### config.mk
export PLATFORM = sky130hd
export DESIGN_NAME = sobel_window_3x3
export DESIGN_NICKNAME = d
export VERILOG_FILES = /design/src/rtl/sobel_window_3x3.sv
export SDC_FILE = /design/constraint.sdc
export NUM_CORES = 1
export LEC_CHECK = 0
export CAP_MARGIN = 15
export CORE_UTILIZATION = 50
export DETAILED_ROUTE_END_ITERATION = 10
export GPL_ROUTABILITY_DRIVEN = 0
export MAX_ROUTING_LAYER = met4
export PLACE_DENSITY = 0.8
export SETUP_SLACK_MARGIN = 0.05
export SLEW_MARGIN = 30
export SYNTH_ARGS = -nofsm -noshare
export SYNTH_HDL_FRONTEND = slang
export SYNTH_SLANG_ARGS = --single-unit
### constraint.sdc
create_clock -name clk -period 5 [get_ports clk]
set_input_delay 0.75 -clock clk [delete_from_list [all_inputs] [get_ports clk]]
set_output_delay 0.75 -clock clk [all_outputs]
set_load 0.02 [all_outputs]
### src/rtl/sobel_window_3x3.sv
// sobel_window_3x3
// Builds a 3x3 pixel window from three line-buffer rows and produces the
// Sobel gradient magnitude |Gx|+|Gy|, saturated to pixel width, together
// with a binary edge flag (unsaturated magnitude > threshold).
//
// Ports
//   clk        system clock, rising edge
//   rst        synchronous active-high reset
//   valid_in   row_top/row_mid/row_bot carry one column this cycle
//   row_top    oldest row pixel (two lines back)
//   row_mid    middle row pixel (one line back)
//   row_bot    newest row pixel (current line)
//   threshold  unsigned edge threshold
//   valid_out  edge_mag/edge_bin carry a new result this cycle
//   edge_mag   saturated gradient magnitude
//   edge_bin   1 when the unsaturated magnitude exceeds threshold
//
// Timing: a beat accepted at edge t is captured at t, shifted into the
// window at t+1, turned into Gx/Gy at t+2 and into the outputs at t+3.
// Only beats at column >= 2 produce a result, so a window never spans
// two lines.
module sobel_window_3x3 #(
  parameter int width     = 8,
  parameter int img_width = 1280
) (
  input  logic             clk,
  input  logic             rst,
  input  logic             valid_in,
  input  logic [width-1:0] row_top,
  input  logic [width-1:0] row_mid,
  input  logic [width-1:0] row_bot,
  input  logic [width-1:0] threshold,
  output logic             valid_out,
  output logic [width-1:0] edge_mag,
  output logic             edge_bin
);

  localparam int col_w = $clog2(img_width);
  localparam int acc_w = width + 3;
  localparam logic [col_w-1:0] col_last = col_w'(img_width - 1);
  localparam logic [acc_w-1:0] sat_max  = {3'b000, {width{1'b1}}};

  // Weighted 1-2-1 tap sum, zero-extended so it never overflows acc_w.
  function automatic logic [acc_w-1:0] tap_sum(
    input logic [width-1:0] a,
    input logic [width-1:0] b,
    input logic [width-1:0] c
  );
    tap_sum = {3'b000, a} + {2'b00, b, 1'b0} + {3'b000, c};
  endfunction

  // Magnitude of a two's-complement value; |-1020| still fits in acc_w.
  function automatic logic [acc_w-1:0] abs_val(input logic signed [acc_w-1:0] v);
    logic [acc_w-1:0] u;
    u = v;
    if (u[acc_w-1]) begin
      abs_val = ~u + {{(acc_w-1){1'b0}}, 1'b1};
    end else begin
      abs_val = u;
    end
  endfunction

  // Input capture stage
  logic                      in_valid_q, in_valid_d;
  logic                      in_elig_q,  in_elig_d;
  logic [2:0][width-1:0]     in_row_q,   in_row_d;   // [0]=top [1]=mid [2]=bot
  logic [col_w-1:0]          col_q,      col_d;
  // Window stage: win[r][j], r=0 top..2 bot, j=2 newest column
  logic [2:0][2:0][width-1:0] win_q,     win_d;
  logic                      s1_valid_q, s1_valid_d;
  // Gradient stage
  logic signed [acc_w-1:0]   gx_q,       gx_d;
  logic signed [acc_w-1:0]   gy_q,       gy_d;
  logic                      s2_valid_q, s2_valid_d;
  // Output stage
  logic                      valid_out_q, valid_out_d;
  logic [width-1:0]          edge_mag_q,  edge_mag_d;
  logic                      edge_bin_q,  edge_bin_d;
  logic [acc_w-1:0]          mag;

  // Next-state logic for every pipeline stage
  always_comb begin
    in_valid_d  = valid_in;
    in_elig_d   = 1'b0;
    in_row_d    = in_row_q;
    col_d       = col_q;
    win_d       = win_q;
    s1_valid_d  = in_valid_q & in_elig_q;
    gx_d        = gx_q;
    gy_d        = gy_q;
    s2_valid_d  = s1_valid_q;
    valid_out_d = s2_valid_q;
    edge_mag_d  = edge_mag_q;
    edge_bin_d  = edge_bin_q;
    mag         = abs_val(gx_q) + abs_val(gy_q);

    // Column tracking: columns 0 and 1 complete windows that still hold
    // the previous line's tail, so they are marked ineligible.
    if (valid_in) begin
      in_row_d  = {row_bot, row_mid, row_top};
      in_elig_d = (col_q >= col_w'(2));
      if (col_q == col_last) begin
        col_d = '0;
      end else begin
        col_d = col_q + col_w'(1);
      end
    end else begin
      col_d = col_q;
    end

    // Window shift, holding across gaps
    if (in_valid_q) begin
      for (int r = 0; r < 3; r++) begin
        win_d[r][0] = win_q[r][1];
        win_d[r][1] = win_q[r][2];
        win_d[r][2] = in_row_q[r];
      end
    end else begin
      win_d = win_q;
    end

    // Gradients from the freshly shifted window
    if (s1_valid_q) begin
      gx_d = $signed(tap_sum(win_q[0][2], win_q[1][2], win_q[2][2])
                   - tap_sum(win_q[0][0], win_q[1][0], win_q[2][0]));
      gy_d = $signed(tap_sum(win_q[2][0], win_q[2][1], win_q[2][2])
                   - tap_sum(win_q[0][0], win_q[0][1], win_q[0][2]));
    end else begin
      gx_d = gx_q;
      gy_d = gy_q;
    end

    // Saturation and threshold; outputs hold when no result is produced
    if (s2_valid_q) begin
      if (mag > sat_max) begin
        edge_mag_d = {width{1'b1}};
      end else begin
        edge_mag_d = mag[width-1:0];
      end
      edge_bin_d = (mag > {3'b000, threshold});
    end else begin
      edge_mag_d = edge_mag_q;
      edge_bin_d = edge_bin_q;
    end
  end

  // State registers with synchronous reset
  always_ff @(posedge clk) begin
    if (rst) begin
      in_valid_q  <= 1'b0;
      in_elig_q   <= 1'b0;
      in_row_q    <= '0;
      col_q       <= '0;
      win_q       <= '0;
      s1_valid_q  <= 1'b0;
      gx_q        <= '0;
      gy_q        <= '0;
      s2_valid_q  <= 1'b0;
      valid_out_q <= 1'b0;
      edge_mag_q  <= '0;
      edge_bin_q  <= 1'b0;
    end else begin
      in_valid_q  <= in_valid_d;
      in_elig_q   <= in_elig_d;
      in_row_q    <= in_row_d;
      col_q       <= col_d;
      win_q       <= win_d;
      s1_valid_q  <= s1_valid_d;
      gx_q        <= gx_d;
      gy_q        <= gy_d;
      s2_valid_q  <= s2_valid_d;
      valid_out_q <= valid_out_d;
      edge_mag_q  <= edge_mag_d;
      edge_bin_q  <= edge_bin_d;
    end
  end

  assign valid_out = valid_out_q;
  assign edge_mag  = edge_mag_q;
  assign edge_bin  = edge_bin_q;

endmodule
==> impl_results.md, run 1 <==
- Final WL: 15800 um
- Avg WL per Cell: 14.1 um
- Post-CTS Hold Buffers: 0
- Asr flop ratio synth: 0%
- Measured slew at the worst slew-check pin: 839 ps
- # diodes: 0
- Worst-Skew Late Latency: 430 ps
- Slew margin rel.: 42.6%
- Layout cells sized above 1: 5.18%
- HP Start: in_elig_q$_SDFF_PP0_
- Root Driver: clkbuf_16
- Clock Path Buffers: 2
- Vias in the first global route: 5781
- Synthesized Nets: 1006
- Largest family of logic cells by synthesized area: adder cells
- Crit Path Category: reg -> reg
- IO Pins: 45
- Initial antenna violation count: 0
- CP Capture Type: flop
- Most frequent cells in the layout: 142 x dfxtp_1, 132 x nor2_1, 102 x mux2i_1
- Worst setup startpoint: win_q[50]$_SDFFE_PP0P_
- Final Max Tran Viols: 0
- Setup Skew: 8.74 ps
- YS warnings: 0
- Initial Utilization: 51.9%
- First-pass iteration count of the detailed router: 5
- Vias/cell: 5.26
- Worst r2r src: win_q[50]$_SDFFE_PP0P_
- Leak: 0.00388 uW
- # fillers: 1326
- Sequential area share after synthesis: 34.4%
- EDFF count, synth: 0
- Synth top area cells: dfxtp_1 34%, fa_1 15%, mux2i_1 12%
- Post-synthesis compound-gate area fraction: 8.77%
- XOR/XNOR Fraction of Synth Area: 3.89%
- Final min period: 4120 ps
- Area growth syn-to-layout: 14.3%
- Max Fclk: 0.243 GHz
- RSZ-0062 raised after global routing: false
- Via count: 5915
- Post-Synth Simple-Gate Area: 12.9%
- Max-cap violations: 0
- Post-detail-place hpwl: 11300 um
- Hold Path Class: reg -> reg
- Most common cell after layout, fill and taps aside: dfxtp_1
- Crit path DAT: 4460 ps
- Finished Layout Cells: 1124
- Final setup viols: 0
- Final worst path period share: 82.4%
- Placed standard-cell area: 8940 um^2
- Mapped Area: 8330 um^2
- CTS sink count: 143
- Syn Area/Cell: 9.66 um^2
- Final Hold Vio Count: 0
- Die width: 131 um
- CTS resizes: 0
- Largest net degree at the start of global routing: 71
- Tot Pwr: 2820 uW
- H-tree depth: 4
- Setup_tns: 0 ps
- # rows: 46
- CP required: 5340 ps
- Die Y: 131 um
- Worst Setup Start Kind: flop
- Clock transition at the registers of the reported paths: 70 ps
- CORE AREA: 16100 um^2
- Post-CTS Setup Inserts: 0
- Yosys top cell by area: dfxtp_1
- Nets: 1039
- Post-Synthesis Cells: 862
- IR drop worst, VDD: 281 uV
- PortBufs: 44
- GRT Total Usage: 20.6%
- Synth Register Bits: 143
- Top cell type's share of synthesized area: 34.4%
- Drt drc: 0
- Detail Route Antenna Nets: 0
- Top_reg_cell synth: dfxtp_1
- CTS tree: yes
- Status: complete, no violations
- Cell area power density: 296 nW/um^2
- Number of library cell types mapped by synthesis: 50
- Num CTS Buffers: 17
- Critical Path Fanout Max: 3
- Multiplexer share of the synthesized area: 12.3%
- Post-placement cell count: 1092
- First-pass GRT wire length: 26700 um
- Adder-Cell Fraction of Synth Area: 22.0%
- Final instance area: 9520 um^2
- Total gr overflow: 0
- Die ar.: 17200 um^2
- 1st-iter DRT viols: 337
cell families (layout without fill, tap and decap cells):
logic type / Yosys count / after routing
buf+inv: 127 / 173
flops: 143 / 143
xor+xnor: 37 / 37
fa+ha+maj: 109 / 109
compound gates: 109 / 109
simple gates: 235 / 235
mux: 102 / 102
cell usage after synthesis (all sizes together) (4+ instances only):
cell type / number
dfxtp: 143
nor2: 132
mux2i: 102
inv: 93
fa: 63
ha: 46
nand2: 34
o21ai: 28
clkbuf: 24
xnor2: 24
a21oi: 23
nor3: 15
xor2: 13
buf: 10
a211oi: 9
nor2b: 9
nand3: 8
a21o: 7
nand4: 7
nand2b: 6
o21a: 6
or3: 6
a311oi: 5
nor3b: 5
a31oi: 4
and3: 4
o22ai: 4
registers in the layout, indices dropped and copies added (netlist names):
name,count
col_q,11
edge_bin,1
edge_mag,8
gx_q,11
gy_q,11
in_elig_q,1
in_row_q,24
in_valid_q,1
s1_valid_q,1
s2_valid_q,1
valid_out,1
win_q,72
where the power goes:
group,switching [uW],internal (uW)
Sequential,29.7,1160
Combinational,201,176
Clock,550,701
Total,781,2040
metal layers:
metal	GRT usage, %	wire, um	share of wire (%)	up-vias
met1	24.6	7210	46	2852
met5	-	0	0	-
met3	4.87	553	3.5	19
met2	34.2	7850	50	93
li1	-	-	-	2951
met4	6.83	212	1.3	0
worst max-delay path, stage by stage, from the launching register on:
cell	delay, ps
dfxtp_1	370
inv_1	70
fa_1	480
fa_1	530
fa_1	520
ha_1	300
a21o_1	180
a21oi_1	220
o21ai_0	160
a2111oi_0	800
nor2_1	110
o311ai_1	270
path summary, 6_finish.rpt:
kind	to	cells after the start	slack, ps
max	gx_q[8]$_SDFFE_PP0P_	11	880
min	s1_valid_q$_SDFF_PP0_	1	480
max reg2reg	gx_q[8]$_SDFFE_PP0P_	11	880
min reg2reg	s1_valid_q$_SDFF_PP0_	1	480
layout make-up:
cell class                 count  area [um^2]  area share, %
clock buffer                  17          425           4.47
multi-input combinational    592         5000           52.5
inverter                      93          349           3.67
sequential                   143         2870           30.1
tap                          216          270           2.84
timing repair buffer          48          463           4.86
clock inverter                15          151           1.59
through the flow:
stage / utilization, % / hold WS [ps] / setup slack, ps
final: 59.3 / 476 / 880
after global routing: 59.3 / 483 / 563
after CTS: 59.3 / 473 / 915
after detailed placement: 55.7 / 457 / 993
after global placement: 55.7 / 441 / 1090
after floorplan: - / 437 / 1320
Note: power is estimated with default switching activity, not from simulation.
==> run 2, diff against run 1 <==
- clock period: 5 -> 4.1 ns (I/O delays scaled with it)
==> run 2 against run 1 <==
- final area increased by 0.87%
- clock power increased by 26%
- combinational power increased by 23%
- final cell count increased by 0.36%
- register-to-register slack got worse by 650 ps
- non-clock buffer count increased by 4
==> impl_results.md, run 2 (synthesis results as in run 1) <==
- Die width: 131 um (unchanged)
- Final setup viols: 0 (unchanged)
- Switching Share: 26.1% (was 27.7%)
- Drt drc: 0 (unchanged)
- CTS tree: yes (unchanged)
- Initial antenna violation count: 0 (unchanged)
- Worst r2r src: win_q[50]$_SDFFE_PP0P_ (unchanged)
- Max-cap violations: 0 (unchanged)
- Layout cells sized above 1: 5.70% (was 5.18%)
- Crit path DAT: 4210 ps (was 4460 ps)
- Num CTS Buffers: 17 (unchanged)
- GRT met3 Usage: 4.10% (was 4.87%)
- Cell area power density: 364 nW/um^2 (was 296 nW/um^2)
- Worst setup startpoint: win_q[50]$_SDFFE_PP0P_ (unchanged)
- Number of flip-flops in the largest register: 72 (unchanged)
- 1st-iter DRT viols: 361 (was 337)
- Final instance area: 9600 um^2 (was 9520 um^2)
- Largest regs: win_q x72, in_row_q x24 (unchanged)
- Detail Route Antenna Nets: 0 (unchanged)
- CP delay by family, top: adder cells (unchanged)
- PortBufs: 44 (unchanged)
- Switching power: 911 uW (was 781 uW)
- Post-CTS Hold Buffers: 0 (unchanged)
- Critical Path Fanout Max: 3 (unchanged)
- Total gr overflow: 0 (unchanged)
- H-tree depth: 4 (unchanged)
- CTS sink count: 143 (unchanged)
- Final min period: 3870 ps (was 4120 ps)
- Crit path top cell by count: fa_1 (unchanged)
- Largest net degree at the start of global routing: 68 (was 71)
- RSZ-0062 raised after global routing: false (unchanged)
- Measured slew at the worst slew-check pin: 704 ps (was 839 ps)
- Worst-Skew Late Latency: 430 ps (about the same)
- Int Power: 2590 uW (was 2040 uW)
- Final Hold Vio Count: 0 (unchanged)
- Comb power frac: 13.3% (was 13.4%)
- First-pass iteration count of the detailed router: 5 (unchanged)
- Tot Pwr: 3500 uW (was 2820 uW)
- CORE AREA: 16100 um^2 (unchanged)
- IR drop worst, VDD: 334 uV (was 281 uV)
- Crit path largest cell delay: 530 ps (was 800 ps)
- Clock power frac: 45.2% (was 44.4%)
- Vias/cell: 5.22 (was 5.26)
- Initial Utilization: 51.9% (unchanged)
- Root Driver: clkbuf_16 (unchanged)
- Final worst path period share: 94.3% (was 82.4%)
- Leak: 0.00393 uW (was 0.00388 uW)
- Die Y: 131 um (unchanged)
- Area growth syn-to-layout: 15.3% (was 14.3%)
- Status: complete, no violations (unchanged)
- Most frequent cells in the layout: 141 x dfxtp_1, 132 x nor2_1, 102 x mux2i_1 (was 142 x dfxtp_1, 132 x nor2_1, 102 x mux2i_1)
- M2 GR Usage: 33.4% (was 34.2%)
- Avg WL per Cell: 14.0 um (was 14.1 um)
- Crit-path cells: inv_1, fa_1, fa_1, fa_1, ha_1, a21o_1, a21oi_1, o21ai_0, a2111oi_2, buf_4, nor2_1, o311ai_1 (was inv_1, fa_1, fa_1, fa_1, ha_1, a21o_1, a21oi_1, o21ai_0, a2111oi_0, nor2_1, o311ai_1)
- Seq pwr share: 41.5% (was 42.3%)
- # rows: 46 (unchanged)
- IO Pins: 45 (unchanged)
- GRT Total Usage: 20.6% (about the same)
- Via count: 5887 (was 5915)
- HP Start: in_elig_q$_SDFF_PP0_ (unchanged)
- Placed standard-cell area: 8960 um^2 (was 8940 um^2)
- CP Capture Type: flop (unchanged)
- Most common cell after layout, fill and taps aside: dfxtp_1 (unchanged)
- Layer with the highest usage: met2 (unchanged)
- Vias in the first global route: 5714 (was 5781)
- Worst Setup Start Kind: flop (unchanged)
- Slew margin rel.: 53.1% (was 42.6%)
- Critical path buffer and inverter count: 2 (was 1)
- Nets: 1043 (was 1039)
- Clock transition at the registers of the reported paths: 60 ps (was 70 ps)
- Final WL: 15700 um (was 15800 um)
- Final Max Tran Viols: 0 (unchanged)
- First-pass GRT wire length: 26700 um (about the same)
- CP max-delay cell: fa_1 (was a2111oi_0)
- # diodes: 0 (unchanged)
- Hold Path Class: reg -> reg (unchanged)
- Setup Skew: 7.61 ps (was 8.74 ps)
- Die ar.: 17200 um^2 (unchanged)
- Max Fclk: 0.259 GHz (was 0.243 GHz)
- Post-detail-place hpwl: 11000 um (was 11300 um)
- Setup_tns: 0 ps (unchanged)
- GR Util met1: 25.3% (was 24.6%)
- Top reg by flops: win_q (unchanged)
- CP required: 4440 ps (was 5340 ps)
- Clock Path Buffers: 2 (unchanged)
- Crit Path Category: reg -> reg (unchanged)
run 2: changes by cell type in the layout (fill, tap and decap cells not counted), moves of 2 or more:
cell / previous run / this run
clkinvlp_4: 4 / 0
buf_4: 5 / 8
clkinv_4: 1 / 4
clkbuf_8: 0 / 2
inv_8: 4 / 2
run 2: worst reg2reg max path: cells and delay by family, from the launching register on:
kind | cells | cell delay, ps
AND/OR/NAND/NOR | 1 | 50
AO/OA/AOI/OAI | 5 | 1220
flip-flops | 1 | 400
buffers and inverters | 2 | 270
adder cells (fa/ha/maj) | 4 | 1860
run 2: routing by layer:
layer	share of wire (%)	up-vias
met5	0	-
met4	2.1	0
met3	2.8	26
met2	50	83
met1	45	2815
li1	-	2963
run 2: path summary, 6_finish.rpt:
kind                                         endpoint  slack [ps]  depth (start not counted)
worst max-delay path             gx_q[8]$_SDFFE_PP0P_         230                         12
worst min-delay path            s1_valid_q$_SDFF_PP0_         480                          1
worst max register to register   gx_q[8]$_SDFFE_PP0P_         230                         12
worst min register to register  s1_valid_q$_SDFF_PP0_         480                          1
run 2: repair_timing:
item,CTS,global route
resized for setup,0,4
setup buffers,0,0
setup endpoints to repair,0,4
run 2: cell type report:
type	count	area [um^2]
Fill cell	1316	6450
Multi-Input combinational cell	592	5000
Sequential cell	143	2870
Timing Repair Buffer	52	513
Clock buffer	19	453
Inverter	93	349
Tap cell	216	270
Clock inverter	13	154
run 2: power groups by stage:
stage	clock (uW)	combinational, uW	sequential, uW
floorplan	0	343	1470
global placement	0	437	1490
detailed placement	0	445	1490
CTS	1610	450	1460
global route	1670	522	1460
finish	1580	464	1450
run 2: stage by stage:
| stage | setup slack, ps | cells | hold WS [ps] | util (%) |
|---|---|---|---|---|
| 5_1_grt | 30.5 | 1128 | 504 | 59.8 |
| 3_5_place_dp | 231 | 1095 | 454 | 55.8 |
| 3_3_place_gp | 320 | 1095 | 445 | 55.8 |
| 6_report | 232 | 1128 | 482 | 59.8 |
| 4_1_cts | 152 | 1127 | 481 | 59.6 |
| 2_1_floorplan | 424 | 862 | 437 | - |
==> run 3, diff against run 2 <==
- CAP_MARGIN: 15 -> 20
- CORE_UTILIZATION: 50 -> 40
- PLACE_DENSITY: 0.8 -> 0.69
==> run 3 against run 2 <==
- critical endpoint unchanged
- flip-flop and latch count is the same
- clock power fell by 3%
- sequential power about the same
- critical path type unchanged
- combinational power fell by 1%
- fmax is 1.5% higher
==> impl_results.md, run 3 (synthesis results as in run 1) <==
- Status: complete, no violations (unchanged)
- Root Driver: clkbuf_16 (unchanged)
- Post-CTS Setup Inserts: 0 (unchanged)
- GRT Total Usage: 16.4% (was 20.6%)
- Detail Route Antenna Nets: 0 (unchanged)
- Final worst path period share: 93.0% (was 94.3%)
- Hold Path Class: reg -> reg (unchanged)
- Total gr overflow: 0 (unchanged)
- Slew margin rel.: 50.4% (was 53.1%)
- Vias in the first global route: 5858 (was 5714)
- Die width: 146 um (was 131 um)
- Finished Layout Cells: 1179 (was 1128)
- Top reg by flops: win_q (unchanged)
- Largest regs: win_q x72, in_row_q x24 (unchanged)
- Clock transition at the registers of the reported paths: 60 ps (about the same)
- CTS tree: yes (unchanged)
- 1st-iter DRT viols: 287 (was 361)
- Setup_tns: 0 ps (unchanged)
- Largest net degree at the start of global routing: 103 (was 68)
- # fillers: 1907 (was 1316)
- HP Start: in_elig_q$_SDFF_PP0_ (unchanged)
- Leak: 0.00390 uW (was 0.00393 uW)
- IR drop worst, VDD: 236 uV (was 334 uV)
- IO Pins: 45 (unchanged)
- # rows: 52 (was 46)
- Measured slew at the worst slew-check pin: 745 ps (was 704 ps)
- Number of flip-flops in the largest register: 72 (unchanged)
- CTS sink count: 143 (unchanged)
- R2R Setup Slk: 290 ps (was 230 ps)
- H-tree depth: 4 (unchanged)
- Final Hold Vio Count: 0 (unchanged)
- Post-placement cell count: 1148 (was 1095)
- Most frequent cells in the layout: 142 x dfxtp_1, 132 x nor2_1, 102 x mux2i_1 (was 141 x dfxtp_1, 132 x nor2_1, 102 x mux2i_1)
- Die ar.: 21400 um^2 (was 17200 um^2)
- Clock Path Buffers: 2 (unchanged)
- Initial antenna violation count: 0 (unchanged)
- Final Max Tran Viols: 0 (unchanged)
- Crit path DAT: 4130 ps (was 4210 ps)
- Placed standard-cell area: 9020 um^2 (was 8960 um^2)
- Vias/cell: 4.96 (was 5.22)
- R2R Path End: gx_q[8]$_SDFFE_PP0P_ (unchanged)
- Most common cell after layout, fill and taps aside: dfxtp_1 (unchanged)
- Avg WL per Cell: 13.2 um (was 14.0 um)
- Final instance area: 9620 um^2 (was 9600 um^2)
- Nets: 1041 (was 1043)
- Area growth syn-to-layout: 15.4% (was 15.3%)
- CORE AREA: 20300 um^2 (was 16100 um^2)
- First-pass iteration count of the detailed router: 4 (was 5)
- RSZ-0062 raised after global routing: false (unchanged)
- Worst Setup Start Kind: flop (unchanged)
- R2R cell count: 12 (unchanged)
- Final setup viols: 0 (unchanged)
- Worst r2r src: win_q[50]$_SDFFE_PP0P_ (unchanged)
- Via count: 5853 (was 5887)
- Final WL: 15600 um (was 15700 um)
- Post-detail-place hpwl: 11400 um (was 11000 um)
- CP Capture Type: flop (unchanged)
- Hold endpoint: s1_valid_q$_SDFF_PP0_ (unchanged)
- PortBufs: 44 (unchanged)
- First-pass GRT wire length: 27500 um (was 26700 um)
- Num CTS Buffers: 17 (unchanged)
- WHS Path Cells: 1 (unchanged)
- Worst setup startpoint: win_q[50]$_SDFFE_PP0P_ (unchanged)
- Crit Path Category: reg -> reg (unchanged)
- Layout cells sized above 1: 5.28% (was 5.70%)
- Max-cap violations: 0 (unchanged)
- CP required: 4410 ps (was 4440 ps)
- Max Fclk: 0.262 GHz (was 0.259 GHz)
- Worst-Skew Late Latency: 430 ps (about the same)
- Die Y: 146 um (was 131 um)
- Critical Path Fanout Max: 3 (unchanged)
- Setup Skew: 14.5 ps (was 7.61 ps)
- Initial Utilization: 41.0% (was 51.9%)
- # diodes: 0 (unchanged)
- Drt drc: 0 (unchanged)
- Cell area power density: 359 nW/um^2 (was 364 nW/um^2)
- WHS: 464 ps (was 482 ps)
- Final min period: 3810 ps (was 3870 ps)
==> run 3: cell count changes in the layout (fill, tap and decap cells not counted), moves of 2 or more <==
cell / change
clkbuf_8: -2
buf_4: -2
inv_8: -2
inv_6: +3
==> run 3: worst max-delay path by stage <==
| stage | slack, ps | cells past startpoint | to |
|---|---|---|---|
| 3_5_place_dp | 220 | 11 | gy_q[8]$_SDFFE_PP0P_ |
| 4_1_cts | 200 | 12 | gx_q[8]$_SDFFE_PP0P_ |
| 5_1_grt | 60 | 12 | gx_q[8]$_SDFFE_PP0P_ |
| 6_report | 290 | 12 | gx_q[8]$_SDFFE_PP0P_ |
| 2_1_floorplan | 420 | 11 | gx_q[8]$_SDFFE_PP0P_ |
| 3_3_place_gp | 310 | 11 | gy_q[8]$_SDFFE_PP0P_ |
==> run 3: metal layers <==
layer / global-route usage [%] / share of wire, % / vias up
met5: - / 0 / -
met4: 5.26 / 1.2 / 0
met3: 3.38 / 2.8 / 14
met2: 27.1 / 50 / 72
met1: 19.9 / 46 / 2822
li1: - / - / 2945
==> run 3: area by class of cell <==
class	instances	area, um^2	share of cell area, %
clock buffers	18	429	4.46
well taps	270	338	3.51
clock inverters	13	151	1.57
multi-input cells	592	5000	52.0
repair buffers	50	482	5.01
flip-flops and latches	143	2870	29.8
inverters	93	349	3.63
==> run 3: critical path, cell delays in order (launching register included) <==
cell and delay [ps]:
dfxtp_1 380, inv_1 80, fa_1 480, fa_1 520, fa_1 530, ha_1 300, a21o_1 180, a21oi_1 200
o21ai_0 150, a2111oi_1 370, buf_4 180, nor2_1 40, o311ai_1 290
==> run 3: repair_timing <==
| item | 4_1_cts | 5_1_grt |
|---|---|---|
| resized for setup | 0 | 3 |
| hold buffers | 0 | 0 |
| setup endpoints to repair | 0 | 3 |
==> run 3: power breakdown <==
part	leakage (uW)	internal [uW]	switching [uW]
clock network	0.000283	905	634
logic	0.00246	222	236
registers	0.00116	1420	34.6
==> run 3: through the flow <==
stage | util [%] | setup WS [ps] | power (uW)
5_1_grt | 47.4 | 55.4 | 3610
3_5_place_dp | 44.4 | 223 | 1940
3_3_place_gp | 44.4 | 312 | 1930
6_report | 47.4 | 288 | 3450
4_1_cts | 47.3 | 201 | 3480
2_1_floorplan | - | 424 | 1810
